==> config.mk <==
export PLATFORM = sky130hd
export DESIGN_NAME = vector_op_sequencer
export DESIGN_NICKNAME = d
export VERILOG_FILES = /design/src/rtl/vector_pkg.sv /design/src/rtl/vector_op_sequencer_lane_mac.sv /design/src/rtl/vector_op_sequencer.sv
export SDC_FILE = /design/constraint.sdc
export NUM_CORES = 2
export LEC_CHECK = 0
export CAP_MARGIN = 20
export CORE_AREA = 2 2 325 649
export CTS_BUF_LIST = sky130_fd_sc_hd__clkbuf_8
export DETAILED_ROUTE_END_ITERATION = 8
export DIE_AREA = 0 0 327 651
export PLACE_DENSITY = 0.51
export SLEW_MARGIN = 10
export SYNTH_ARGS = -nofsm -noshare
export SYNTH_HDL_FRONTEND = slang
export SYNTH_SLANG_ARGS = --single-unit
==> constraint.sdc <==
create_clock -name clk -period 44.9 [get_ports clk]
set_clock_uncertainty 0.05 [all_clocks]
set_input_delay 6.735 -clock clk [delete_from_list [all_inputs] [get_ports clk]]
set_output_delay 6.735 -clock clk [all_outputs]
set_load 0.05 [all_outputs]
==> src/rtl/vector_pkg.sv <==
// vector_pkg: shared opcodes, geometry and state encodings for the vector sequencer.
package vector_pkg;
    localparam int LANES = 16;
    localparam int EW    = 16;
    localparam int VW    = LANES * EW;

    localparam logic [3:0] VADD = 4'b0000;
    localparam logic [3:0] VDOT = 4'b0001;
    localparam logic [3:0] SMUL = 4'b0010;
    localparam logic [3:0] SST  = 4'b0011;
    localparam logic [3:0] VLD  = 4'b0100;
    localparam logic [3:0] VST  = 4'b0101;
    localparam logic [3:0] SLL  = 4'b0110;
    localparam logic [3:0] SLH  = 4'b0111;
    localparam logic [3:0] NOP  = 4'b1111;

    typedef enum logic [1:0] {S_IDLE, S_RUN, S_DONE} state_e;
    typedef enum logic [1:0] {MAC_ADD, MAC_MUL, MAC_MACC} mac_sel_e;

    function automatic logic is_vec(input logic [3:0] op);
        return op == VADD || op == VDOT || op == SMUL;
    endfunction
endpackage

==> src/rtl/vector_op_sequencer_lane_mac.sv <==
// lane_mac: single 16-bit lane add / multiply / multiply-accumulate, results truncated to EW bits.
module lane_mac
    import vector_pkg::*;
(
    input  logic [EW-1:0] a_i,
    input  logic [EW-1:0] b_i,
    input  logic [EW-1:0] acc_in_i,
    input  mac_sel_e      sel_i,
    output logic [EW-1:0] y_o
);
    logic [EW-1:0] prod;
    always_comb begin
        prod = a_i * b_i;
        y_o  = sel_i == MAC_ADD ? a_i + b_i : sel_i == MAC_MUL ? prod : acc_in_i + prod;
    end
endmodule

==> src/rtl/vector_op_sequencer.sv <==
// vector_op_sequencer: steps one shared lane_mac across 16 lanes for VADD/VDOT/SMUL,
// pulsing done for one cycle with the assembled 256-bit result.
module vector_op_sequencer
    import vector_pkg::*;
(
    input  logic          clk,
    input  logic          rst,
    input  logic          start,
    input  logic [3:0]    opcode,
    input  logic [VW-1:0] op_1,
    input  logic [VW-1:0] op_2,
    output logic          busy,
    output logic          done,
    output logic [VW-1:0] result
);
    state_e        state_q, state_d;
    logic [3:0]    lane_q, lane_d;
    logic [3:0]    op_q, op_d;
    logic [VW-1:0] a_q, a_d, b_q, b_d, work_q, work_d, result_q, result_d;
    logic [EW-1:0] acc_q, acc_d, mac_a, mac_b, mac_y;
    mac_sel_e      mac_sel;

    // SMUL broadcasts the scalar in lane 0 of A against every lane of B
    assign mac_a   = op_q == SMUL ? a_q[EW-1:0] : a_q[lane_q*EW +: EW];
    assign mac_b   = b_q[lane_q*EW +: EW];
    assign mac_sel = op_q == VADD ? MAC_ADD : op_q == SMUL ? MAC_MUL : MAC_MACC;

    lane_mac u_mac (
        .a_i      (mac_a),
        .b_i      (mac_b),
        .acc_in_i (acc_q),
        .sel_i    (mac_sel),
        .y_o      (mac_y)
    );

    always_comb begin
        state_d  = state_q;
        lane_d   = lane_q;
        op_d     = op_q;
        a_d      = a_q;
        b_d      = b_q;
        work_d   = work_q;
        acc_d    = acc_q;
        result_d = result_q;
        case (state_q)
            S_IDLE: if (start) begin
                if (is_vec(opcode)) begin
                    a_d     = op_1;
                    b_d     = op_2;
                    op_d    = opcode;
                    work_d  = '0;
                    acc_d   = '0;
                    lane_d  = '0;
                    state_d = S_RUN;
                end else begin
                    work_d   = '0;
                    result_d = '0;
                    state_d  = S_DONE;
                end
            end
            S_RUN: begin
                if (op_q == VDOT) acc_d = mac_y;
                else work_d[lane_q*EW +: EW] = mac_y;
                lane_d = lane_q + 4'd1;
                if (lane_q == 4'(LANES-1)) begin
                    state_d  = S_DONE;
                    result_d = op_q == VDOT ? {{(VW-EW){1'b0}}, acc_d} : work_d;
                end
            end
            default: state_d = S_IDLE;
        endcase
    end

    always_ff @(posedge clk or posedge rst) begin
        if (rst) begin
            state_q  <= S_IDLE;
            lane_q   <= '0;
            op_q     <= '0;
            a_q      <= '0;
            b_q      <= '0;
            work_q   <= '0;
            acc_q    <= '0;
            result_q <= '0;
        end else begin
            state_q  <= state_d;
            lane_q   <= lane_d;
            op_q     <= op_d;
            a_q      <= a_d;
            b_q      <= b_d;
            work_q   <= work_d;
            acc_q    <= acc_d;
            result_q <= result_d;
        end
    end

    assign busy   = state_q != S_IDLE;
    assign done   = state_q == S_DONE;
    assign result = result_q;
endmodule

After elaboration in Yosys (flattened, before gate mapping)
Cells that the tools add are included.
{ "totals": {"reg_bits": 1050, "latch_bits": 0, "ram_bits": 0, "mem_bits_ro": 0, "input_bits": 519, "output_inout_bits": 258, "wordCells": 67, "memories": 0} }
{ "op_classes": {"n_addsub": 4, "multipliers": 1, "div": 0, "order_cmp": 0, "eq_ne": 12, "shift": 4, "muxes": 25, "n_bitwise": 0, "reduce_logical": 13} }
{ "ops": {"columns": ["op", "count"], "rows": [
  ["256-bit two-way mux", 6],
  ["256-bit one-hot mux with 2 select lines", 2],
  ["256-bit by 9-bit indexed part select with 16-bit output", 2],
  ["256-bit bitwise mux", 1],
  ["16-bit by 34-bit variable shift with 256-bit output, first input constant", 1],
  ["16-bit by 34-bit indexed part select with 256-bit output", 1],
  ["16-bit two-way mux", 6],
  ["8-bit negation with 34-bit output", 1],
  ["16-bit adder", 2],
  ["16-bit one-hot mux with 2 select lines", 1],
  ["16-bit by 16-bit multiplier with 16-bit output", 1],
  ["2-bit two-way mux", 5],
  ["4-bit by 1-bit equality test with 1-bit output, second input constant", 2],
  ["4-bit by 2-bit equality test with 1-bit output, second input constant", 2],
  ["4-bit logical NOT", 2],
  ["4-bit two-way mux", 2],
  ["2-bit inequality test, second input constant", 4],
  ["4-bit one-hot mux with 2 select lines", 1],
  ["3-bit AND reduction", 2],
  ["4-bit by 1-bit adder with 4-bit output, second input constant", 1],
  ["2-bit by 1-bit equality test with 1-bit output, second input constant", 2],
  ["4-bit equality test, second input constant", 1],
  ["2-bit logical NOT", 2],
  ["2-bit one-hot mux with 2 select lines", 1],
  ["5 further kinds", 8]
]} }

Logic depth before layout (Yosys ltp)
{ "logic_depth": {"word_depth": 12, "depth_mapped": 42, "mapped_depth_nobuf": 36} }

Modules after synthesis
From an unflattened synthesis, not the netlist that was laid out.
{ "unflattened": {"hier_cells": 5029, "area_unflattened_um2": 52063.7} }
{ "modules_own_cells": {"columns": ["mod", "n_inst", "cells_each", "area_each_um2", "seq_area_each_um2"], "rows": [
  ["vector_op_sequencer", 1, 4354, 46538.4, 26275.2],
  ["lane_mac", 1, 675, 5525.3, 0.0]
]} }

Least setup slack after synthesis
No wires, ideal clock.
{ "synth_path": {"path_type": "in2reg", "from": "input port opcode[1]", "to": "register b_q[100]", "setup_time_ns": 0.117, "arrival_ns": 8.212, "setup_slack_ns": 36.521, "cell_stages": 9, "cell_sequence": "a211oi_1 -> nand2_1 -> or2_2 -> clkbuf_1 -> clkbuf_1 -> clkbuf_1 -> clkbuf_1 -> nand2_1 -> nand2_1"} }
{ "synth_between": {"elab_chain_cells": 4, "elab_cells_between_ends": 6} }
{ "synth_lines": {"columns": ["element", "line_no", "text"], "rows": [
  ["start: declaration", "vector_op_sequencer.sv:9", "input logic [3:0] opcode,"],
  ["4-bit by 1-bit equality test with 1-bit output / 4-bit logical NOT (equally long branches)", "vector_pkg.sv:21", "return op == VADD || op == VDOT || op == SMUL;"],
  ["1-bit logical OR", "vector_pkg.sv:21", null],
  ["1-bit logical OR *", "vector_pkg.sv:21", null],
  ["3-bit AND reduction (no line) *", null, null],
  ["end signal: assignment", "vector_op_sequencer.sv:80", "b_q <= '0;"],
  ["end signal: assignment", "vector_op_sequencer.sv:89", "b_q <= b_d;"],
  ["end: declaration", "vector_op_sequencer.sv:19", "logic [VW-1:0] a_q, a_d, b_q, b_d, work_q, work_d, result_q, result_d;"]
]} }
Every way passes the cells marked *; elsewhere a longest branch is shown, timed or not.
A chain may end at the register's enable or synchronous reset.

Worst setup path in the final report
{ "layout_path": {"from": "register lane_q[0]", "to": "register result_q[187], in the netlist result[187]"} }
{ "layout_between": {"elab_chain_cells": 12, "elab_cells_between_ends": 19} }
{ "layout_lines": {"columns": ["element", "line_no", "text"], "rows": [
  ["start: declaration", "vector_op_sequencer.sv:17", "logic [3:0] lane_q, lane_d;"],
  ["start signal: assignment", "vector_op_sequencer.sv:86", "lane_q <= lane_d;"],
  ["256-bit by 9-bit indexed part select with 16-bit output", "vector_op_sequencer.sv:24", "assign mac_a = op_q == SMUL ? a_q[EW-1:0] : a_q[lane_q*EW +: EW];"],
  ["16-bit two-way mux", "vector_op_sequencer.sv:24", null],
  ["16-bit by 16-bit multiplier with 16-bit output", "vector_op_sequencer_lane_mac.sv:13", "prod = a_i * b_i;"],
  ["16-bit adder", "vector_op_sequencer_lane_mac.sv:14", "y_o = sel_i == MAC_ADD ? a_i + b_i : sel_i == MAC_MUL ? prod : acc_in_i + prod;"],
  ["16-bit two-way mux (2 in a row)", "vector_op_sequencer_lane_mac.sv:14", null],
  ["16-bit by 34-bit indexed part select with 256-bit output", "vector_op_sequencer.sv:63", "else work_d[lane_q*EW +: EW] = mac_y;"],
  ["256-bit bitwise mux", "vector_op_sequencer.sv:63", null],
  ["256-bit two-way mux", "vector_op_sequencer.sv:62", "if (op_q == VDOT) acc_d = mac_y;"],
  ["256-bit two-way mux", "vector_op_sequencer.sv:67", "result_d = op_q == VDOT ? {{(VW-EW){1'b0}}, acc_d} : work_d;"],
  ["256-bit two-way mux", "vector_op_sequencer.sv:65", "if (lane_q == 4'(LANES-1)) begin"],
  ["256-bit one-hot mux with 2 select lines", "vector_op_sequencer.sv:45", "case (state_q)"],
  ["end signal: assignment", "vector_op_sequencer.sv:92", "result_q <= result_d;"],
  ["end: declaration", "vector_op_sequencer.sv:19", null]
]} }
Parallel ways exist; a longest one is shown, timed or not. The select of a mux whose other input is x is not followed.

==> impl_metrics.csv <==
group,metric,value,unit
run_status,status,"finished clean",
critical_path,start_kind,"register",
cells_and_area,layout-drive-gt1-share,8.63,%
synth,post_synth_xor_area_fraction,1.06,%
timing,timing_hold_violations_final,0,
synth,yosys_register_bits,1050,
timing,post-route-min-period,10780,ps
die,die_height,651,um
detailed_routing,met2_wirelength,108,mm
detailed_routing,post-route-drc-count,0,
timing,setup_tns,0,ps
flow_run,number_of_max_cap_violations,0,
synth,synth.avg_cell_area,9.23,um^2
global_routing,grt_antenna_before_repair,11,
synth,synth.yosys.warnings,0,
critical_path,cp-end-kind,"register",
clock_tree,cts_max_level,4,
synth,synth_area,51700,um^2
cells_and_area,fillCellCount,21600,
cells_and_area,layout_commonest_cell,"sky130_fd_sc_hd__nand2_1",
synth,yosys.area_share.simple,20.2,%
die,core_area,208000,um^2
timing,setup_violations,0,
critical_path,timing.critical_path.to,"result[187]$_DFFE_PP0P_",
place,finalWeightedCongestion,0.933,
critical_path,crit_path_start,"lane_q[0]$_DFFE_PP0P_",
cells_and_area,layout.nets,7004,
detailed_routing,wire_per_inst,23.6,um
clock_tree,clkSlewWorstSetupHoldPaths,60,ps
worst_hold_path,worstHoldPathType,"reg2reg",
global_routing,grt_overflow,0,
critical_path,reg2regPathDepth,34,
critical_path,rrSetupSlack,34120,ps
synth,postSynthNetCount,6289,
timing,max_clock_freq,92.7,MHz
synth,synth_edf_count,0,
clock_tree,maximum_buffer_depth_of_the_clock_tree,4,
detailed_routing,detailroute.via_count,43900,
synth,synth_seq_area_share,50.8,%
critical_path,cpPeakStageDelay,1030,ps
clock_tree,cts_resized,0,
die,design.portCount,777,
timing,worst_slew_pin_slew,1200,ps
synth,ys_types,89,
die,design.die.area,213000,um^2
timing,rsz0062_at_grt,"no",
global_routing,first_global_vias,45500,
synth,area_fraction_in_compound_gates_after_synthesis,11.4,%
cells_and_area,layout-area-overhead-vs-synth,27.8,%
critical_path,regToRegStartpoint,"lane_q[0]$_DFFE_PP0P_",
detailed_routing,routed-wl-met3,13.2,mm
clock_tree,skew_pair_late_insertion_delay,900,ps
synth,yosys-mux-area-fraction,7.33,%
detailed_routing,drt_wl_total,217,mm
synth,syn-instance-count,5606,
place,place.detailed.hpwl,161,mm
critical_path,worst_r2r_endpoint,"result[187]$_DFFE_PP0P_",
clock_tree,root_driver,"sky130_fd_sc_hd__clkbuf_8",
global_routing,grt_util_all_layers,20.0,%
die,row_count,237,
die,fp.dieW,327,um
die,floorplan.initialDensity,24.9,%
critical_path,timing_worst_setup_path_type,"reg2reg",
clock_tree,cts_tree,"yes",
critical_path,path_common_cell,"sky130_fd_sc_hd__inv_1",
global_routing,grt_start_max_net_pins,176,
global_routing,wire_length_of_the_first_global_routing_pass,314,mm
cells_and_area,leading_cell_types_in_the_layout_fill_and_taps_excluded,"2,109 x sky130_fd_sc_hd__nand2_1, 1,046 x sky130_fd_sc_hd__dfrtp_1, 776 x sky130_fd_sc_hd__clkdlybuf4s50_1",
synth,async_reset_ff_share,100,%
clock_tree,tritoncts_num_sinks,1050,
timing,final_max_slew_viol_count,0,
place,io_buf_count,776,
detailed_routing,wl_met1,78.9,mm
detailed_routing,detail_route.iter0.violations,3059,
clock_tree,cts_hold_buffers,0,
critical_path,critPathArrivalTime,11530,ps
synth,main_combinational_cell_family_by_area_after_synthesis,"simple AND/OR/NAND/NOR gates",
critical_path,cp_required,45650,ps
detailed_routing,firstDrtPassIters,6,
timing,timing.final.crit_share,24.0,%
timing,maxSlewHeadroom,19.8,%
detailed_routing,antenna_left,0,
clock_tree,post_cts_buffers,0,
synth,post_synth_fa_ha_maj_area_fraction,5.16,%
detailed_routing,avgViaCountPerCell,4.78,
clock_tree,cts_buffers,173,
synth,predominant_post_synthesis_flop_cell,"sky130_fd_sc_hd__dfrtp_1",
detailed_routing,topRoutingLayerUsed,"met5",
critical_path,timing.critical_path.slowest_stage_cell,"sky130_fd_sc_hd__o211ai_1",
critical_path,timing.critical_path.fanout_max,68,
[worst max-delay path: cells and delay by family, from the launching register on]
kind                     cells  cell delay [ps]
XOR/XNOR                     2              340
adder cells (fa/ha/maj)      9             3280
multiplexers                 2              900
flip-flops                   1             1010
AND/OR/NAND/NOR              4              880
AO/OA/AOI/OAI                8             2300
buffers and inverters        9             1770
[cell families (layout without fill, tap and decap cells)]
| logic type | count (synthesis) | count (layout) |
|---|---|---|
| AO/OA/AOI/OAI | 958 | 958 |
| XOR/XNOR | 54 | 54 |
| adder cells (fa/ha/maj) | 164 | 164 |
| buffers and inverters | 513 | 1341 |
| flip-flops | 1050 | 1050 |
| multiplexers | 219 | 219 |
| other | 0 | 6 |
| AND/OR/NAND/NOR | 2648 | 2648 |
[flip-flops by register name, indices dropped and copies added (netlist names)]
name,count
a_q,256
b_q,256
result,256
work_q,256
acc_q,16
lane_q,4
op_q,4
state_q,2
[area by class of cell]
type	count	area (um^2)	area share, %
Sequential cell	1050	26300	39.8
Multi-Input combinational cell	4043	23500	35.6
Timing Repair Buffer	884	8710	13.2
Tap cell	2748	3440	5.20
Clock buffer	222	3060	4.62
Inverter	169	642	0.971
Clock inverter	66	459	0.694
Antenna cell	6	15.0	0.0227
[stage by stage]
stage | setup WS [ps] | utilization (%) | hold WS (ps) | instance area, um^2 | std cells
floorplan | 8560 | - | 390 | 51700 | 5606
global placement | 33240 | 30.1 | 402 | 62500 | 8887
detailed placement | 33130 | 30.1 | 407 | 62500 | 8889
CTS | 34100 | 31.7 | 422 | 66000 | 9177
global route | 33580 | 31.8 | 437 | 66100 | 9188
finish | 34120 | 31.8 | 417 | 66100 | 9188
[cells in the mapped netlist (5+ instances only)]
cell	instances	area share (%)
sky130_fd_sc_hd__a211oi_1	14	0.20
sky130_fd_sc_hd__a21boi_0	8	0.12
sky130_fd_sc_hd__a21o_1	48	0.70
sky130_fd_sc_hd__a21oi_1	253	2.4
sky130_fd_sc_hd__a221oi_1	5	0.085
sky130_fd_sc_hd__a22o_1	113	1.9
sky130_fd_sc_hd__a22oi_1	7	0.10
sky130_fd_sc_hd__a31oi_1	11	0.13
sky130_fd_sc_hd__a32o_1	17	0.33
sky130_fd_sc_hd__a32oi_1	10	0.17
sky130_fd_sc_hd__and2_1	16	0.19
sky130_fd_sc_hd__and3_1	12	0.15
sky130_fd_sc_hd__buf_1	19	0.14
sky130_fd_sc_hd__buf_2	17	0.16
sky130_fd_sc_hd__buf_4	11	0.16
sky130_fd_sc_hd__buf_6	12	0.26
sky130_fd_sc_hd__clkbuf_1	283	2.1
sky130_fd_sc_hd__dfrtp_1	1050	51
sky130_fd_sc_hd__fa_1	82	3.2
sky130_fd_sc_hd__ha_1	82	2.0
sky130_fd_sc_hd__inv_1	162	1.2
sky130_fd_sc_hd__mux2_2	7	0.15
sky130_fd_sc_hd__mux2i_1	84	1.6
sky130_fd_sc_hd__mux4_2	127	5.5
sky130_fd_sc_hd__nand2_1	2110	15
sky130_fd_sc_hd__nand2b_1	5	0.060
sky130_fd_sc_hd__nand3_1	75	0.73
sky130_fd_sc_hd__nand3b_1	5	0.073
sky130_fd_sc_hd__nand4_1	21	0.25
sky130_fd_sc_hd__nor2_1	307	2.2
sky130_fd_sc_hd__nor2b_1	19	0.23
sky130_fd_sc_hd__nor3_1	33	0.32
sky130_fd_sc_hd__nor4_1	5	0.060
sky130_fd_sc_hd__o211ai_1	11	0.16
sky130_fd_sc_hd__o21a_1	11	0.16
sky130_fd_sc_hd__o21ai_0	347	3.4
sky130_fd_sc_hd__o21ai_1	33	0.32
sky130_fd_sc_hd__o31ai_1	19	0.28
sky130_fd_sc_hd__o41ai_1	5	0.085
sky130_fd_sc_hd__or2_2	7	0.085
sky130_fd_sc_hd__or3_1	12	0.15
sky130_fd_sc_hd__xnor2_1	35	0.59
sky130_fd_sc_hd__xor2_1	13	0.22
[how the worst min path moves through the flow]
| stage | from | end | slack (ps) | cells past startpoint |
|---|---|---|---|---|
| final | a_q[240]$_DFFE_PP0P_ | a_q[240]$_DFFE_PP0P_ | 420 | 2 |
| after CTS | a_q[111]$_DFFE_PP0P_ | a_q[111]$_DFFE_PP0P_ | 420 | 2 |
| after floorplan | a_q[100]$_DFFE_PP0P_ | a_q[100]$_DFFE_PP0P_ | 390 | 2 |
| after global routing | a_q[171]$_DFFE_PP0P_ | a_q[171]$_DFFE_PP0P_ | 440 | 2 |
| after global placement | b_q[229]$_DFFE_PP0P_ | b_q[229]$_DFFE_PP0P_ | 400 | 2 |
| after detailed placement | b_q[74]$_DFFE_PP0P_ | b_q[74]$_DFFE_PP0P_ | 410 | 2 |
[per-layer routing]
layer,up-vias,global-route usage [%]
met2,1731,34.9
met3,477,3.86
met1,21700,21.8
li1,20000,-
met4,4,13.6
met5,-,0
Power is left out: the tool's default activity adds up to more than one toggle a clock period on the data nets, which glitch-free logic cannot reach.
